## config.mk

```make
export PLATFORM = sky130hd
export DESIGN_NAME = pipeline_output_capture
export DESIGN_NICKNAME = d
export VERILOG_FILES = /design/src/rtl/pipeline_output_capture.sv
export SDC_FILE = /design/constraint.sdc
export NUM_CORES = 1
export LEC_CHECK = 0
export ABC_AREA = 0
export CORE_ASPECT_RATIO = 0.6
export CORE_MARGIN = 3
export CORE_UTILIZATION = 55
export CTS_CLUSTER_DIAMETER = 40
export CTS_CLUSTER_SIZE = 28
export DETAILED_ROUTE_END_ITERATION = 10
export DONT_BUFFER_PORTS = 1
export PLACE_DENSITY = 0.7
export RECOVER_POWER = 25
export SLEW_MARGIN = 30
export SYNTH_ARGS = -nofsm -noshare
export SYNTH_HDL_FRONTEND = slang
export SYNTH_SLANG_ARGS = --single-unit
export TNS_END_PERCENT = 1
```

## constraint.sdc

```tcl
create_clock -name clk -period 3 [get_ports clk]
set_input_delay 0.75 -clock clk [delete_from_list [all_inputs] [get_ports clk]]
set_output_delay 0.75 -clock clk [all_outputs]
set_load 0.03 [all_outputs]
```

## src/rtl/pipeline_output_capture.sv

```systemverilog
// Credit-based result capture buffer behind a fixed-latency, non-stallable pipeline.
// Optional same-cycle bypass from pipe_data when empty: define PIPE_CAPTURE_BYPASS_EN.
module pipeline_output_capture #(
  parameter int DATA_WIDTH = 32,
  parameter int LATENCY    = 2,
  parameter int DEPTH      = 4
) (
  input  logic                  clk,
  input  logic                  rst,
  input  logic                  in_valid,
  output logic                  in_ready,
  input  logic [DATA_WIDTH-1:0] pipe_data,
  output logic                  out_valid,
  output logic [DATA_WIDTH-1:0] out_data,
  input  logic                  out_ready,
  output logic [$clog2(DEPTH):0] credits
);

  localparam int CW = $clog2(DEPTH) + 1;
  localparam int PW = (DEPTH > 1) ? $clog2(DEPTH) : 1;
  localparam logic [PW-1:0] PTR_MAX  = PW'(DEPTH - 1);
  localparam logic [CW-1:0] CRED_MAX = CW'(DEPTH);

  logic [LATENCY-1:0]    vld_q, vld_d;
  logic [PW-1:0]         wr_q, wr_d;
  logic [PW-1:0]         rd_q, rd_d;
  logic [CW-1:0]         cnt_q, cnt_d;
  logic [CW-1:0]         cred_q, cred_d;
  logic [DATA_WIDTH-1:0] mem_q [DEPTH];

  logic empty;
  logic last;
  logic issue;
  logic pop;
  logic pop_mem;
  logic push;
  logic byp;

  assign empty    = (cnt_q == '0);
  assign last     = vld_q[LATENCY-1];
  assign in_ready = !rst && (cred_q != '0);
  assign issue    = in_valid && in_ready;
  assign credits  = cred_q;

`ifdef PIPE_CAPTURE_BYPASS_EN
  assign byp      = empty && last;
  assign out_data = empty ? pipe_data : mem_q[rd_q];
`else
  assign byp      = 1'b0;
  assign out_data = mem_q[rd_q];
`endif

  assign out_valid = !rst && (!empty || byp);
  assign pop       = out_valid && out_ready;
  assign pop_mem   = pop && !empty;
  // A bypassed result consumed this cycle never touches storage
  assign push      = last && !rst && !(byp && out_ready);

  always_comb begin
    vld_d    = vld_q;
    vld_d[0] = issue;
    for (int i = 1; i < LATENCY; i++) begin
      vld_d[i] = vld_q[i-1];
    end
  end

  always_comb begin
    wr_d = wr_q;
    rd_d = rd_q;
    if (push) wr_d = (wr_q == PTR_MAX) ? '0 : wr_q + 1'b1;
    if (pop_mem) rd_d = (rd_q == PTR_MAX) ? '0 : rd_q + 1'b1;
  end

  always_comb begin
    cnt_d = cnt_q;
    case ({push, pop_mem})
      2'b10:   cnt_d = cnt_q + 1'b1;
      2'b01:   cnt_d = cnt_q - 1'b1;
      default: cnt_d = cnt_q;
    endcase
  end

  always_comb begin
    cred_d = cred_q;
    case ({issue, pop})
      2'b10:   cred_d = cred_q - 1'b1;
      2'b01:   cred_d = cred_q + 1'b1;
      default: cred_d = cred_q;
    endcase
  end

  always_ff @(posedge clk) begin
    if (rst) begin
      vld_q  <= '0;
      wr_q   <= '0;
      rd_q   <= '0;
      cnt_q  <= '0;
      cred_q <= CRED_MAX;
    end else begin
      vld_q  <= vld_d;
      wr_q   <= wr_d;
      rd_q   <= rd_d;
      cnt_q  <= cnt_d;
      cred_q <= cred_d;
    end
  end

  always_ff @(posedge clk) begin
    if (push) mem_q[wr_q] <= pipe_data;
  end

endmodule

```

==> reports/results.ini, run 1 <==
[synth]
synth_compound_area_share_pct = 0.373
synth_xor_area_share_pct = 0.654
yosysTopAreaCellShare_pct = 71.7
async_reset_ff_share_pct = 0
ys.warnings.count = 0
synthMuxAreaShare_pct = 14.6
synth_top_area_cell = edfxtp_1
synthAdderAreaFrac_pct = 2.38
ys.flop_type = edfxtp_1
yosys.cell_types.count = 26
netlist_area_mm2 = 0.00536
synthSimpleGateAreaFrac_pct = 2.92
postSynthAreaPerCell_um2 = 22.4
synth_top_family_by_area = multiplexers
synth.yosys.seq_area_share_pct = 76.9
synth_area_leaders = edfxtp_1, mux4_2, dfxtp_1
synth-seq-cells = 142
syn_inst = 239
syn-num-nets = 284
synth-edff-count = 128

[grt]
grt_pass1_wl_mm = 12.8
gr-total-overflow = 0
antenna_found_initial = 0
first_global_vias = 2294
grt_start_max_net_pins = 21
grt_usage_pct = 16.4

[placed_design]
dp_slack_ns = 0.506
portBuffers = 0
place_congestion = 0.764
dp_hpwl_mm = 5.41
dpl.cell_count = 371

[sta]
fin_skew_ns = 0.00566
min_period_ns = 2.74
drv_slew = 0
clock.fmax_ghz = 0.365
maxSlewHeadroom_pct = 60.3
tightestPinTransition_ns = 0.593
fin_setup_tns_ns = 0
timing.final.setup_violations = 0
setup_ws_ns = 0.262
whs_ns = 0.418
rsz0062_at_grt = no
fin_crit_sh_pct = 91.3
final-hold-violation-count = 0

[worst_setup_path]
worst_setup_path_start_kind = flip-flop
setup.worst_path.end_class = output pin
worst-path-max-fanout = 15
worstSetupPathType = flip-flop to output pin
rrSetupSlack_ns = 0.69
crit_arrival_ns = 1.99
crit_required_ns = 2.25

[hold_path]
hold_path.class = input pin to flip-flop

[route]
final_antenna_net_count = 0
wl_mm = 8.42
first_pass_iters = 4
vias_per_cell = 5.56
drt_iter0_drc = 142
drcViolationCount = 0
via_count = 2234
wl_per_cell_um = 20.9

[power]
cellPowerDensity_mw_per_mm2 = 702
ir_drop_mv = 0.461
power_frac_seq_pct = 51.5
p_int_uw = 3450
p_clk_share_pct = 44.8
switching_share_pct = 19.7
power_leakage_uw = 0.00193
combPwrFrac_pct = 3.7
p_switching_uw = 846

[final_layout]
final_layout_size_suffix_gt1_share_pct = 28.7
utilization_pct = 65.6
antenna_cells = 0
fillers = 606
multi_input_area_mm2 = 0.00112
regArea_mm2 = 0.00413
fin_cells = 402
nets = 305
syn_to_final_growth_pct = 14.2

[flow_run]
cap_violations = 0

[clock_network]
worst_skew_pair.late_latency_ns = 0.40
cts.sinks = 142
path_clk_slew_ns = 0.05
clockBufferDepth = 2
h-tree-depth = 4
cts_tree = built
cts-root-buf = clkbuf_16
cts_setup_buffers = 0
cts_resized = 0
cts_buffers = 17
holdBufCountCts = 0

[die]
die_area_mm2 = 0.0110
fp.coreArea_mm2 = 0.00932
io_pins = 73
initial_core_util_pct = 57.5
die_y_um = 82.5
die_x_um = 133
row_count = 27

[outcome]
status = complete, no violations

synthesized netlist by cell type, types with 3 or more instances:
library cell  instances
and2_1                5
buf_12                3
buf_2                 3
dfxtp_1              14
edfxtp_1            128
ha_1                  7
inv_1                 7
mux2i_1               3
mux4_2               30
nor2_1               11
nor2b_1               4
xor2_1                4
kinds of logic (layout without fill, tap and decap cells):
| kind of cell | count (synthesis) | after routing |
|---|---|---|
| flip-flops | 142 | 142 |
| multiplexers | 37 | 37 |
| AND/OR/NAND/NOR | 28 | 28 |
| buffers and inverters | 15 | 48 |
| adder cells (fa/ha/maj) | 9 | 9 |
| AO/OA/AOI/OAI | 4 | 4 |
| XOR/XNOR | 4 | 4 |
sequential cells by signal, summed over array words and instances, names as in the netlist, named ones only:
register	flops
cnt_q	3
credits	3
mem_q	128
rd_q	2
vld_q	2
wr_q	2
metrics by stage:
step           area (µm²)  power (µW)
6_report             6120        4290
3_5_place_dp         5570        2410
5_1_grt              6120        4450
4_1_cts              6120        4340
2_1_floorplan        5360        2390
3_3_place_gp         5570        2410
worst paths after layout:
kind	endpoint	cells past startpoint	startpoint
worst max register to register	credits[2]	9	credits[0]
worst min-delay path	credits[0]	1	rst
worst min register to register	vld_q[1]	1	vld_q[0]
worst max-delay path	out_data[7]	2	flip-flop
worst max-delay path, stage by stage (launching register included):
cell and delay (ns):
dfxtp_2 0.68, buf_4 0.27, mux4_2 0.63
cells in the final DEF, fill, tap and decap left out, drive strengths merged:
master,synthesis,final
or3,1,1
o21ai,2,2
dfxtp,14,14
or3b,1,1
mux4,32,32
mux2i,3,3
nand2,1,1
ha,7,7
buf,7,10
nor3b,2,2
xor2,4,4
clkbuf,1,18
nor2,11,11
clkinv,0,7
edfxtp,128,128
fa,2,2
clkinvlp,0,4
inv,7,7
and2,5,5
a21oi,2,2
nor3,3,3
bufinv,0,2
mux2,2,2
nor2b,4,4
power groups by stage:
stage / Clock, µW / Sequential [µW] / Combinational [µW]
2_1_floorplan: 0 / 2240 / 151
3_3_place_gp: 0 / 2250 / 159
3_5_place_dp: 0 / 2250 / 159
4_1_cts: 1970 / 2210 / 160
5_1_grt: 2060 / 2210 / 171
6_report: 1920 / 2210 / 157
layout make-up:
cell class | instances | share of cell area (%)
Clock buffer | 18 | 7.01
Clock inverter | 13 | 2.04
Sequential cell | 142 | 67.4
Tap cell | 130 | 2.66
Timing Repair Buffer | 10 | 2.04
Multi-Input combinational cell | 82 | 18.4
Inverter | 7 | 0.429
layer usage:
metal | routed length, µm | vias up | global-route usage [%]
li1 | - | 1016 | -
met1 | 3670 | 1144 | 20.7
met2 | 3990 | 65 | 25.4
met3 | 670 | 9 | 7.26
met4 | 95 | 0 | 7.39
met5 | 0 | - | 0
Note: power is estimated with default switching activity, not from simulation.
==> run 2: changes to the inputs <==
CORE_MARGIN = not set   (was 3)
==> run 2 against run 1 <==
Effect of this change:
- count of clock-buffer cells in the layout did not move
- cell count down 0.25%
- critical path depth is the same
- register-to-register slack lost 0.07 ns
- worst hold slack got worse by 0.016 ns
- largest power group unchanged
- fmax increased by 0.69%
- setup slack better by 0.019 ns
- critical path type unchanged
- global-route usage grew 3.3 points
- clock power increased by 11%
- non-clock buffer count decreased by 1
==> reports/results.ini, run 2 (synthesis results as in run 1) <==
[sta]
fin_skew_ns = 0.00557
maxSlewHeadroom_pct = 62.9
min_period_ns = 2.72
clock.fmax_ghz = 0.368
tightestPinTransition_ns = 0.555
final-hold-violation-count = 0
rsz0062_at_grt = no
fin_setup_tns_ns = 0
drv_slew = 0
timing.final.setup_violations = 0
fin_crit_sh_pct = 90.6

[final_layout]
final_common_cell = edfxtp_1
syn_to_final_growth_pct = 14.9
largest_reg_flops = 128
multi_input_area_mm2 = 0.00112
fillers = 612
final_layout_size_suffix_gt1_share_pct = 29.2
mostFrequentLayoutCells = edfxtp_1, mux4_2, clkbuf_16
antenna_cells = 0
nets = 304
regMostFlops = mem_q
regArea_mm2 = 0.00413
utilization_pct = 66.1

[clock_network]
cts_setup_buffers = 0
cts_resized = 0
holdBufCountCts = 0
cts_tree = built
path_clk_slew_ns = 0.06
cts_buffers = 17
cts-root-buf = clkbuf_16
cts.sinks = 142
worst_skew_pair.late_latency_ns = 0.41
clockBufferDepth = 2
h-tree-depth = 4

[route]
wl_per_cell_um = 22.2
via_count = 2300
first_pass_iters = 5
vias_per_cell = 5.74
drcViolationCount = 0
wl_mm = 8.91
drt_iter0_drc = 165
final_antenna_net_count = 0

[die]
row_count = 27
die_x_um = 129
fp.coreArea_mm2 = 0.00932
io_pins = 73
initial_core_util_pct = 57.5
die_area_mm2 = 0.0102
die_y_um = 78.5

[grt]
gr-total-overflow = 0
first_global_vias = 2421
grt_usage_pct = 19.7
grt_pass1_wl_mm = 13.7
antenna_found_initial = 0
grt_start_max_net_pins = 20

[power]
p_switching_uw = 884
switching_share_pct = 19.6
combPwrFrac_pct = 3.6
p_int_uw = 3620
p_clk_share_pct = 47.3
ir_drop_mv = 0.479
power_leakage_uw = 0.00196
cellPowerDensity_mw_per_mm2 = 731
power_frac_seq_pct = 49.1

[outcome]
status = complete, no violations

[worst_setup_path]
worstSetupPathType = flip-flop to output pin
crit_required_ns = 2.25
worst-path-max-fanout = 13
setup.worst_path.end_class = output pin
worst_setup_path_start_kind = flip-flop
crit_arrival_ns = 1.97

[placed_design]
dp_hpwl_mm = 5.51
place_congestion = 0.674
portBuffers = 0

[hold_path]
hold_path.class = input pin to flip-flop

[flow_run]
cap_violations = 0

-- run 2: changes by cell type in the layout (fill, tap and decap cells not counted), sizes merged --
cell	delta
clkinvlp	-2
bufinv	+2
buf	-1
-- run 2: critical path: stages, from the launching register on --
cell     delay, ns
dfxtp_2       0.64
buf_4         0.27
mux4_2        0.64
-- run 2: layout make-up --
cell class / count / share of cell area [%]
Clock buffer: 18 / 6.97
Sequential cell: 142 / 67.0
Inverter: 7 / 0.427
Tap cell: 130 / 2.64
Timing Repair Buffer: 9 / 1.91
Clock inverter: 13 / 2.80
Multi-Input combinational cell: 82 / 18.3
-- run 2: power by group through the flow --
stage               combinational, µW  clock [µW]  sequential [µW]
floorplan                         151           0             2240
global placement                  158           0             2250
detailed placement                163           0             2250
CTS                               164        2160             2210
global route                      174        2240             2210
finish                            162        2130             2210
-- run 2: path summary, 6_finish.rpt --
check                               endpoint        from  slack, ns  cells after the start
worst max-delay path            out_data[30]   flip-flop       0.28                      2
worst min-delay path                vld_q[1]         rst       0.40                      1
worst max register to register    credits[2]  credits[0]       0.62                      9
worst min register to register      vld_q[1]    vld_q[0]       0.45                      1
-- run 2: per-layer routing --
layer / part of all wire, % / track usage, % / vias up
met4: 1.5 / 9.42 / 0
met2: 46 / 28.6 / 86
met3: 8.9 / 8.18 / 14
met5: 0 / 0 / -
li1: - / - / 1008
met1: 44 / 26.0 / 1192
-- run 2: per-stage QoR --
step	worst slack [ns]	power, µW	cell area (µm²)	hold slack (ns)	std cells
4_1_cts	0.224	4540	6160	0.392	401
6_report	0.281	4500	6160	0.402	401
3_5_place_dp	0.477	2420	5560	0.431	370
5_1_grt	0.162	4630	6160	0.392	401
2_1_floorplan	0.409	2390	5360	0.414	239
3_3_place_gp	0.518	2410	5560	0.426	370
==> run 3: changes to the inputs <==
CAP_MARGIN = 25   (was not set)
==> results of run 3 <==
No change in the layout: final DEF, timing and power equal those of run 2.
